### src/rtl/ram4k_pkg.sv
// ram4k_pkg: shared widths and encodings for the RAM4k loader.
package ram4k_pkg;
    localparam int ADDR_W = 12;
    localparam int DATA_W = 16;
    typedef enum logic [1:0] {
        ST_IDLE = 2'd0,
        ST_FILL = 2'd1,
        ST_DUMP = 2'd2,
        ST_DONE = 2'd3
    } state_t;
    localparam logic MODE_FILL = 1'b0;
    localparam logic MODE_DUMP = 1'b1;
endpackage

### src/rtl/ram4k_loader.sv
// ram4k_loader: bulk-fills a RAM4k range from a valid/ready stream or dumps a range back out.
// Owns the RAM in/load/sel pins; the RAM read port is combinational.
module ram4k_loader #(
    parameter int ADDR_W = ram4k_pkg::ADDR_W,
    parameter int DATA_W = ram4k_pkg::DATA_W
) (
    input  logic              clk,
    input  logic              rst_n,
    input  logic              start,
    input  logic              mode,
    input  logic [ADDR_W-1:0] base_addr,
    input  logic [ADDR_W:0]   length,
    output logic              busy,
    output logic              done,
    input  logic [DATA_W-1:0] s_data,
    input  logic              s_valid,
    output logic              s_ready,
    output logic [DATA_W-1:0] m_data,
    output logic              m_valid,
    input  logic              m_ready,
    output logic [DATA_W-1:0] ram_in,
    output logic              ram_load,
    output logic [ADDR_W-1:0] ram_sel,
    input  logic [DATA_W-1:0] ram_out
);
    import ram4k_pkg::*;

    state_t            r_state;
    state_t            w_next;
    logic [ADDR_W-1:0] r_addr;
    logic [ADDR_W:0]   r_remaining;
    logic [ADDR_W:0]   r_issued;
    logic [ADDR_W:0]   r_len;
    logic [DATA_W-1:0] r_m_data;
    logic              r_m_valid;
    logic              w_fire_s;
    logic              w_issue;
    logic              w_consume;
    logic              w_last;

    assign w_fire_s  = (r_state == ST_FILL) && s_valid;
    assign w_issue   = (r_state == ST_DUMP) && (!r_m_valid || m_ready) && (r_issued < r_len);
    assign w_consume = (r_state == ST_DUMP) && r_m_valid && m_ready;
    assign w_last    = r_remaining == (ADDR_W+1)'(1);

    always_ff @(posedge clk or negedge rst_n) begin
        if (!rst_n)
            r_state <= ST_IDLE;
        else
            r_state <= w_next;
    end

    always_comb begin
        w_next = r_state;
        case (r_state)
            ST_IDLE: w_next = !start ? ST_IDLE :
                              (length == '0) ? ST_DONE :
                              (mode == MODE_DUMP) ? ST_DUMP : ST_FILL;
            ST_FILL: w_next = (w_fire_s && w_last) ? ST_DONE : ST_FILL;
            ST_DUMP: w_next = (w_consume && w_last) ? ST_DONE : ST_DUMP;
            default: w_next = ST_IDLE;
        endcase
    end

    // Gating with rst_n drops the write strobe the instant reset asserts.
    assign ram_load = w_fire_s && rst_n;
    assign ram_in   = s_data;
    assign ram_sel  = r_addr;
    assign s_ready  = r_state == ST_FILL;
    assign busy     = r_state != ST_IDLE;
    assign done     = r_state == ST_DONE;
    assign m_data   = r_m_data;
    assign m_valid  = r_m_valid;

    always_ff @(posedge clk or negedge rst_n) begin
        if (!rst_n) begin
            r_addr      <= '0;
            r_remaining <= '0;
            r_issued    <= '0;
            r_len       <= '0;
            r_m_data    <= '0;
            r_m_valid   <= 1'b0;
        end else begin
            if (r_state == ST_IDLE && start) begin
                r_addr      <= base_addr;
                r_remaining <= length;
                r_len       <= length;
                r_issued    <= '0;
            end
            if (w_fire_s || w_issue)
                r_addr <= r_addr + 1'b1;
            if (w_fire_s || w_consume)
                r_remaining <= r_remaining - 1'b1;
            if (w_issue) begin
                r_issued  <= r_issued + 1'b1;
                r_m_data  <= ram_out;
                r_m_valid <= 1'b1;
            end else if (w_consume) begin
                r_m_valid <= 1'b0;
            end
        end
    end
endmodule

### config.mk
export PLATFORM = sky130hd
export DESIGN_NAME = ram4k_loader
export DESIGN_NICKNAME = d
export VERILOG_FILES = /design/src/rtl/ram4k_pkg.sv /design/src/rtl/ram4k_loader.sv
export SDC_FILE = /design/constraint.sdc
export NUM_CORES = 1
export LEC_CHECK = 0
export CAP_MARGIN = 40
export CORE_MARGIN = 1.5
export CORE_UTILIZATION = 43
export DETAILED_ROUTE_END_ITERATION = 6
export GPL_ROUTABILITY_DRIVEN = 0
export PLACE_DENSITY = 0.76
export SLEW_MARGIN = 20
export SYNTH_ARGS = -nofsm -noshare
export SYNTH_HDL_FRONTEND = slang
export SYNTH_SLANG_ARGS = --single-unit
### constraint.sdc
create_clock -name clk -period 2.3 [get_ports clk]
set_input_delay 0.46 -clock clk [delete_from_list [all_inputs] [get_ports clk]]
set_output_delay 0.46 -clock clk [all_outputs]
set_load 0.03 [all_outputs]
**Yosys cells after proc, flatten, opt, wreduce, memory -nomap -nowiden**

Cells that the tools add are included.

- Equal/unequal tests: 4
- $add $sub $neg: 3
- Muxes and demuxes: 14
- $lt $le $gt $ge: 1
- Reductions and logical operators: 20

Operator list:

| cell | count |
|---|---|
| $mux W13 | 4 |
| $mux W12 | 2 |
| $add A13 B1 Y13 const B | 1 |
| $eq A13 B1 Y1 const B | 1 |
| $logic_not A13 Y1 | 1 |
| $lt A13 B13 Y1 | 1 |
| $sub A13 B1 Y13 const B | 1 |
| $add A12 B1 Y12 const B | 1 |
| $reduce_bool A2 Y1 | 5 |
| $logic_and A1 B1 Y1 | 9 |
| $mux W2 | 4 |
| $pmux W2 S3 | 1 |
| $eq A2 B2 Y1 const B | 2 |
| $logic_or A1 B1 Y1 | 3 |
| $mux W1 | 3 |
| $eq A2 B1 Y1 const B | 1 |
| $logic_not A2 Y1 | 1 |
| $logic_not A1 Y1 | 1 |

- Word-level logic and storage cells: 49
- Output and inout bits: 49
- Register bits: 70

**Longest topological paths before layout**

Gate-level depths: netlist of the first run.

- Depth in word-level cells: 6
- Depth in mapped cells: 10
- Mapped depth without buffers: 8

**Worst setup path after synthesis of the first run**

Ideal clock, no wire load.

- Path type: register to register
- Start: register r_issued[2]
- End: register r_addr[8], in the netlist ram_sel[8]
- Path slack: 0.057 ns
- Arrival: 2.110 ns
- Cell stages (with the launch flop): 9
- Required time: 2.167 ns
- Path buffers: 1
- Clock period less this slack: 2.243 ns
- Cell sequence: dfrtp_1 ha_1 a211oi_2 o221ai_1 a2111oi_2 nor2_1 buf_2 o311ai_1 nand3_1

- Word-level cells in the longest chain between the ends: 4

Ends and longest elaborated chain:

| element | line | RTL |
|---|---|---|
| start: declaration | ram4k_loader.sv:32 | `logic [ADDR_W:0] r_issued;` |
| start signal: assignment | ram4k_loader.sv:95 | `r_issued <= r_issued + 1'b1;` |
| $lt A13 B13 Y1 (*) | ram4k_loader.sv:42 | `assign w_issue = (r_state == ST_DUMP) && (!r_m_valid \|\| m_ready) && (r_issued < r_len);` |
| $logic_and A1 B1 Y1 (*) | ram4k_loader.sv:42 |  |
| $logic_or A1 B1 Y1 (*) | ram4k_loader.sv:90 | `if (w_fire_s \|\| w_issue)` |
| $mux W12 or $reduce_bool A2 Y1 (tied branches) | - |  |
| end signal: assignment | ram4k_loader.sv:85 | `r_addr <= base_addr;` |
| end signal: assignment | ram4k_loader.sv:91 | `r_addr <= r_addr + 1'b1;` |
| end: declaration | ram4k_loader.sv:30 | `logic [ADDR_W-1:0] r_addr;` |

Mark *: on every way between the ends. The rest lies on a longest branch, timed or not.
A chain may end at the register's enable or synchronous reset.

**Final worst setup path of the first run**

- Start: register r_issued[2]
- End: register r_m_data[0], in the netlist m_data[0]

- Word-level cells in the longest chain between the ends: 2

Ends and longest elaborated chain:

| element | line | RTL |
|---|---|---|
| $lt A13 B13 Y1 | ram4k_loader.sv:42 |  |
| $logic_and A1 B1 Y1 | ram4k_loader.sv:42 |  |
| end signal: assignment | ram4k_loader.sv:96 | `r_m_data <= ram_out;` |
| end: declaration | ram4k_loader.sv:34 | `logic [DATA_W-1:0] r_m_data;` |

Every way passes these cells.

==> results.ini, run 1 <==
[status]
outcome = complete, but fails checks
failed_checks = setup timing

[setup_path]
reg2reg_to = m_data[0]
cp_max_fo = 5
start_kind = register
crit_arrival_ns = 2.53
reg2reg_from = r_issued[2]
worst-r2r-setup-slack_ns = -0.001
cp_top_family = compound AO/OA/AOI/OAI gates
cp_data_required_time_ns = 2.53
reg2reg_depth = 8
timing.critical_path.buf_inv = 2
slowest_stage = dfrtp_1
crit_type = register to register
path_cells = ha_4 -> nand4_1 -> o221ai_4 -> a21oi_2 -> o31ai_4 -> buf_6 -> clkbuf_16 -> mux2_4
cp-end-kind = register
max_stage_delay_ns = 0.42

[power_and_ir_drop]
vdd_drop_max_mv = 0.848
leakagePower_nw = 2.44
p_per_area_mw_per_mm2 = 1390

[sta]
fin_crit_ns = 2.30
max-slew-margin-rel_pct = 69.4
finalSetupViolCount = 1
setup_ws_ns = -0.00107
report.final.slew_viol_count = 0
worstMarginPinSlew_ns = 0.458
finClkSkew_ns = 0.0113
rsz0062_at_grt = true
layout_worst_path_cycle_share_pct = 100
hold_slack_ns = 0.0889
fmax_mhz = 435
hold_viol = 0

[clocking]
path_clk_slew_ns = 0.08
clock_path_buffers = 2
worstSkewPairLatency_ns = 0.35
cts.sinks = 70
cts_root_buffer = clkbuf_8
hold_buffers = 0
cts_buffers = 9
htreeDepth = 3
cts_tree = built

[floorplan]
design.core.area_mm2 = 0.00868
die_h_um = 97.6
die_w_um = 97.6
initial_core_util_pct = 44.4
io_pins = 112
placementRows = 34
fp.dieArea_mm2 = 0.00953

[synth]
yosysMostFrequentCell = dfrtp_1
synthCells = 405
synthDistinctLibCells = 55
yosys.area.top_type = dfrtp_1
syn-num-nets = 484
synth_area_per_cell_um2 = 9.51
synth-seq-cells = 70
synth_edf_count = 0
seq_area_frac_synth_pct = 45.5
synth_top_area_share_pct = 45.5
ys_top_cells_by_area = dfrtp_1 (45%), ha_1 (5.2%), mux2_2 (5.0%), nand2_1 (4.4%), o21ai_0 (3.6%)
ys_warn_count = 0
netlist_area_mm2 = 0.00385
synthFlopType = dfrtp_1
synthArstFlopShare_pct = 100
yosys-top-cells-count = dfrtp_1 (70), nand2_1 (45), nor2_1 (30)

[place]
numPortBuffers = 79
post-dp-hpwl_um = 7070
place_ws_ns = -0.174

[cells_and_area]
finalNetCount = 589
syn_to_final_growth_pct = 43.1
drive_above_1_share_pct = 22.4
diodes = 0

[route]
vias = 3544
drt_iter0_markers = 245
drt-pass1-iter-count = 5
final_antenna_net_count = 0
vias_per_cell = 5.70
wl_per_cell_um = 17.3
wl_um = 10800
drc_errors = 0

[global_routing]
grt_pass1_wl_um = 17400
grt_max_degree = 54
grt-ovfl-total = 0
grt_pass1_vias = 3539
grt_antenna_before_repair = 0
grtUsageTotal_pct = 22.4

[hold_path]
holdCritPathClass = input pin to async pin

[run]
maxCapViolCount = 0

## cell type report
type	count	area (µm²)
clock buffer	11	141
fill	662	3170
timing repair buffer	123	1190
inverter	23	86.3
clock inverter	4	47.5
multi-input combinational	283	2160
tap	108	135
sequential	70	1750
## what timing repair did
action | 4_1_cts | 5_1_grt
cloned | 2 | 1
endpoints found under the setup margin | 32 | 39
resized for setup | 24 | 44
pin swaps | 13 | 16
setup buffers | 9 | 4
## through the flow
step / cells / utilization (%) / total power, mW / instance area (µm²) / TNS [ns]
2_1_floorplan: 405 / - / 4.35 / 3850 / 0
3_3_place_gp: 593 / 55.8 / 5.63 / 4840 / -0.900
3_5_place_dp: 594 / 56.1 / 5.75 / 4870 / -3.79
4_1_cts: 619 / 60.5 / 7.13 / 5250 / -0.408
5_1_grt: 622 / 63.5 / 8.10 / 5510 / -0.579
6_report: 622 / 63.5 / 7.64 / 5510 / -0.00107
## kinds of logic (layout without fill, tap and decap cells)
group | after synthesis | in the layout | synth area share [%]
DFF | 70 | 70 | 45.5
muxes | 21 | 21 | 6.01
buffers and inverters | 52 | 161 | 6.79
and+or+nand+nor | 147 | 147 | 18.9
AOI/OAI and AO/OA | 99 | 99 | 17.6
adders and majority gates | 16 | 16 | 5.20
## sequential cells by signal (all words and copies together) (netlist names)
signal and flops:
m_data 16, ram_sel 12, r_state 2, m_valid 1, r_remaining 13, r_issued 13
r_len 13
## where the power goes
group | leakage (nW) | switching [mW] | internal [mW] | total, mW
registers | 0.858 | 0.450 | 1.75 | 2.20
logic | 1.49 | 2.30 | 2.14 | 4.43
clock network | 0.0952 | 0.483 | 0.522 | 1.00
## cells in the final DEF (no fill, tap or decap), types with 4 or more instances in the layout
master and count:
clkdlybuf4s50_1 76, dfrtp_1 70, nand2_1 45, buf_4 36
o21ai_0 26, nor2_1 23, inv_1 22, nand3_1 18
mux2_4 17, a21oi_1 12, ha_1 10, clkbuf_8 10
nor3_1 9, o211ai_1 9, nand2b_1 7, a21o_1 7
nand4_1 6, and3_1 6, nor2_2 6, buf_6 6
ha_4 5, and2_1 4, a21oi_2 4, o21ai_1 4
mux2i_1 4, a221o_1 4
## how the worst max path moves through the flow
| stage | from | to | slack, ns | depth (start not counted) |
|---|---|---|---|---|
| floorplan | r_issued[2] | ram_sel[8] | 0.06 | 8 |
| global placement | m_ready | ram_sel[5] | -0.10 | 8 |
| detailed placement | r_issued[2] | ram_sel[8] | -0.17 | 8 |
| CTS | r_issued[2] | m_data[13] | -0.04 | 8 |
| global route | r_len[2] | ram_sel[8] | -0.07 | 9 |
| finish | r_issued[2] | m_data[0] | -0.001 | 8 |
## layer usage
layer | wire length, µm | share of wire (%) | vias to the layer above | global-route usage (%)
met2 | 5170 | 48 | 117 | 35.9
met5 | 0 | 0 | - | 0
li1 | - | - | 1662 | -
met1 | 4840 | 45 | 1744 | 30.4
met3 | 517 | 4.8 | 21 | 3.60
met4 | 236 | 2.2 | 0 | 8.90
Note: power is estimated with default switching activity, not from simulation.
==> run 2, diff against run 1 <==
--- a/config.mk
+++ b/config.mk
@@ -6,7 +6,6 @@
 export NUM_CORES = 1
 export LEC_CHECK = 0
 export CAP_MARGIN = 40
-export CORE_MARGIN = 1.5
 export CORE_UTILIZATION = 43
 export DETAILED_ROUTE_END_ITERATION = 6
 export GPL_ROUTABILITY_DRIVEN = 0
==> results.ini, run 2 (synthesis results as in run 1) <==
[status]
outcome = complete, no violations  ; was complete, but fails checks

[clocking]
cts.sinks = 70  ; unchanged
cts_tree = built  ; unchanged
htreeDepth = 3  ; unchanged
worstSkewPairLatency_ns = 0.35  ; about the same
cts_buffers = 9  ; unchanged
cts_root_buffer = clkbuf_8  ; unchanged
hold_buffers = 0  ; unchanged
clock_path_buffers = 2  ; unchanged
path_clk_slew_ns = 0.08  ; about the same

[global_routing]
grt_pass1_vias = 3553  ; was 3539
grt_antenna_before_repair = 0  ; unchanged
grt_pass1_wl_um = 16700  ; was 17400 µm
grt-ovfl-total = 0  ; unchanged
grt_max_degree = 44  ; was 54
grtUsageTotal_pct = 22.0  ; was 22.4%

[cells_and_area]
largest_reg_flops = 16  ; unchanged
final_cell_mix = clkdlybuf4s50_1 (77), dfrtp_1 (70), nand2_1 (44)  ; was clkdlybuf4s50_1 (76), dfrtp_1 (70), nand2_1 (45)
finalNetCount = 584  ; was 589
instances_no_fill = 618  ; was 622
syn_to_final_growth_pct = 39.0  ; was 43.1%
diodes = 0  ; unchanged
drive_above_1_share_pct = 20.0  ; was 22.4%
layout.cells.most_common = clkdlybuf4s50_1  ; unchanged
fin_util_pct = 61.7  ; was 63.5%

[sta]
rsz0062_at_grt = true  ; unchanged
fin_crit_ns = 2.29  ; was 2.30 ns
finClkSkew_ns = 0.00605  ; was 0.0113 ns
fmax_mhz = 436  ; was 435 MHz
hold_viol = 0  ; unchanged
max-slew-margin-rel_pct = 71.6  ; was 69.4%
worstMarginPinSlew_ns = 0.424  ; was 0.458 ns
hold_slack_ns = 0.132  ; was 0.0889 ns
layout_worst_path_cycle_share_pct = 99.7  ; was 100%
finalSetupViolCount = 0  ; was 1
setup_ws_ns = 0.00646  ; was -0.00107 ns
report.final.slew_viol_count = 0  ; unchanged

[floorplan]
placementRows = 34  ; unchanged
fp.dieArea_mm2 = 0.00934  ; was 0.00953 mm²
die_h_um = 96.6  ; was 97.6 µm
die_w_um = 96.6  ; was 97.6 µm
initial_core_util_pct = 44.4  ; unchanged
design.core.area_mm2 = 0.00868  ; unchanged
io_pins = 112  ; unchanged

[run]
maxCapViolCount = 0  ; unchanged

[setup_path]
reg2reg_from = r_issued[2]  ; unchanged
max_stage_delay_ns = 0.42  ; about the same
crit_arrival_ns = 2.53  ; about the same
crit_cells = 7  ; was 8
timing.critical_path.buf_inv = 1  ; was 2
cp_top_family = compound AO/OA/AOI/OAI gates  ; unchanged
reg2reg_depth = 7  ; was 8
cp-end-kind = register  ; unchanged
reg2reg_to = m_data[14]  ; was m_data[0]
start_kind = register  ; unchanged
setup.worst_path.end = m_data[14]  ; was m_data[0]
worst-r2r-setup-slack_ns = 0.006  ; was -0.001 ns
crit_start = r_issued[2]  ; unchanged
cp_max_fo = 18  ; was 5
cp_data_required_time_ns = 2.53  ; about the same
path_cells = ha_4 -> nand4_1 -> o221ai_4 -> a21oi_2 -> o31ai_4 -> buf_12 -> mux2_2  ; was ha_4 -> nand4_1 -> o221ai_4 -> a21oi_2 -> o31ai_4 -> buf_6 -> clkbuf_16 -> mux2_4
slowest_stage = dfrtp_1  ; unchanged
crit_type = register to register  ; unchanged

[route]
wl_um = 10200  ; was 10800 µm
drt-pass1-iter-count = 5  ; unchanged
final_antenna_net_count = 0  ; unchanged
wl_per_cell_um = 16.6  ; was 17.3 µm
drt_iter0_markers = 227  ; was 245
vias_per_cell = 5.74  ; was 5.70
vias = 3545  ; was 3544
drc_errors = 0  ; unchanged

[hold_path]
holdCritPathClass = input pin to async pin  ; unchanged

[power_and_ir_drop]
p_per_area_mw_per_mm2 = 1390  ; about the same
power_mw = 7.43  ; was 7.64 mW
leakagePower_nw = 2.37  ; was 2.44 nW
vdd_drop_max_mv = 0.755  ; was 0.848 mV

[place]
place_ws_ns = -0.235  ; was -0.174 ns
dpl.cell_count = 595  ; was 594
numPortBuffers = 79  ; unchanged
post-dp-hpwl_um = 7140  ; was 7070 µm

==> run 2: changes by cell type in the layout (fill, tap and decap cells not counted), moves of 3 or more <==
cell	delta
buf_4	-4
ha_1	+3
mux2_2	+8
mux2_4	-8
nor2_1	+3
nor2_2	-3
nor4_1	+3
==> run 2: cell type report <==
cell class / count / area (µm²)
Clock buffer: 10 / 138
Clock inverter: 6 / 85.1
Fill cell: 737 / 3330
Inverter: 23 / 86.3
Multi-Input combinational cell: 283 / 2020
Sequential cell: 70 / 1750
Tap cell: 108 / 135
Timing Repair Buffer: 118 / 1130
==> run 2: per-stage QoR <==
step / area (µm²) / TNS, ns
finish: 5350 / 0
global route: 5350 / -1.24
CTS: 5200 / -0.0978
detailed placement: 4880 / -3.93
global placement: 4860 / -0.616
floorplan: 3850 / 0
==> run 2: worst min-delay path by stage <==
stage / start / end / slack (ns) / cells after the start
after floorplan: rst_n / m_data[0] / 0.16 / 0
after detailed placement: r_len[0] / r_len[0] / 0.46 / 2
after global routing: rst_n / m_data[1] / 0.15 / 2
after global placement: r_len[0] / r_len[0] / 0.46 / 2
after CTS: rst_n / m_data[0] / 0.15 / 2
final: rst_n / m_data[0] / 0.13 / 2
==> run 2: repair_timing <==
action | 4_1_cts | 5_1_grt
pin swaps | 10 | 10
setup buffers | 4 | 3
endpoints found under the setup margin | 37 | 41
gates resized for setup | 13 | 33
endpoints found under the hold margin | 0 | 0
==> run 2: per-layer routing <==
metal	global-route usage (%)	vias to the layer above	routed length, µm
met5	0	-	0
met4	10.4	0	189
met3	3.83	17	495
met2	35.8	109	5070
met1	28.4	1763	4490
li1	-	1656	-
==> run 2: report_power, final <==
| group | internal (mW) | leakage [nW] | switching [mW] | total, mW |
|---|---|---|---|---|
| combinational | 1.93 | 1.40 | 2.20 | 4.13 |
| clock | 0.636 | 0.108 | 0.481 | 1.12 |
| sequential | 1.75 | 0.858 | 0.436 | 2.19 |
| total | 4.31 | 2.37 | 3.12 | 7.43 |
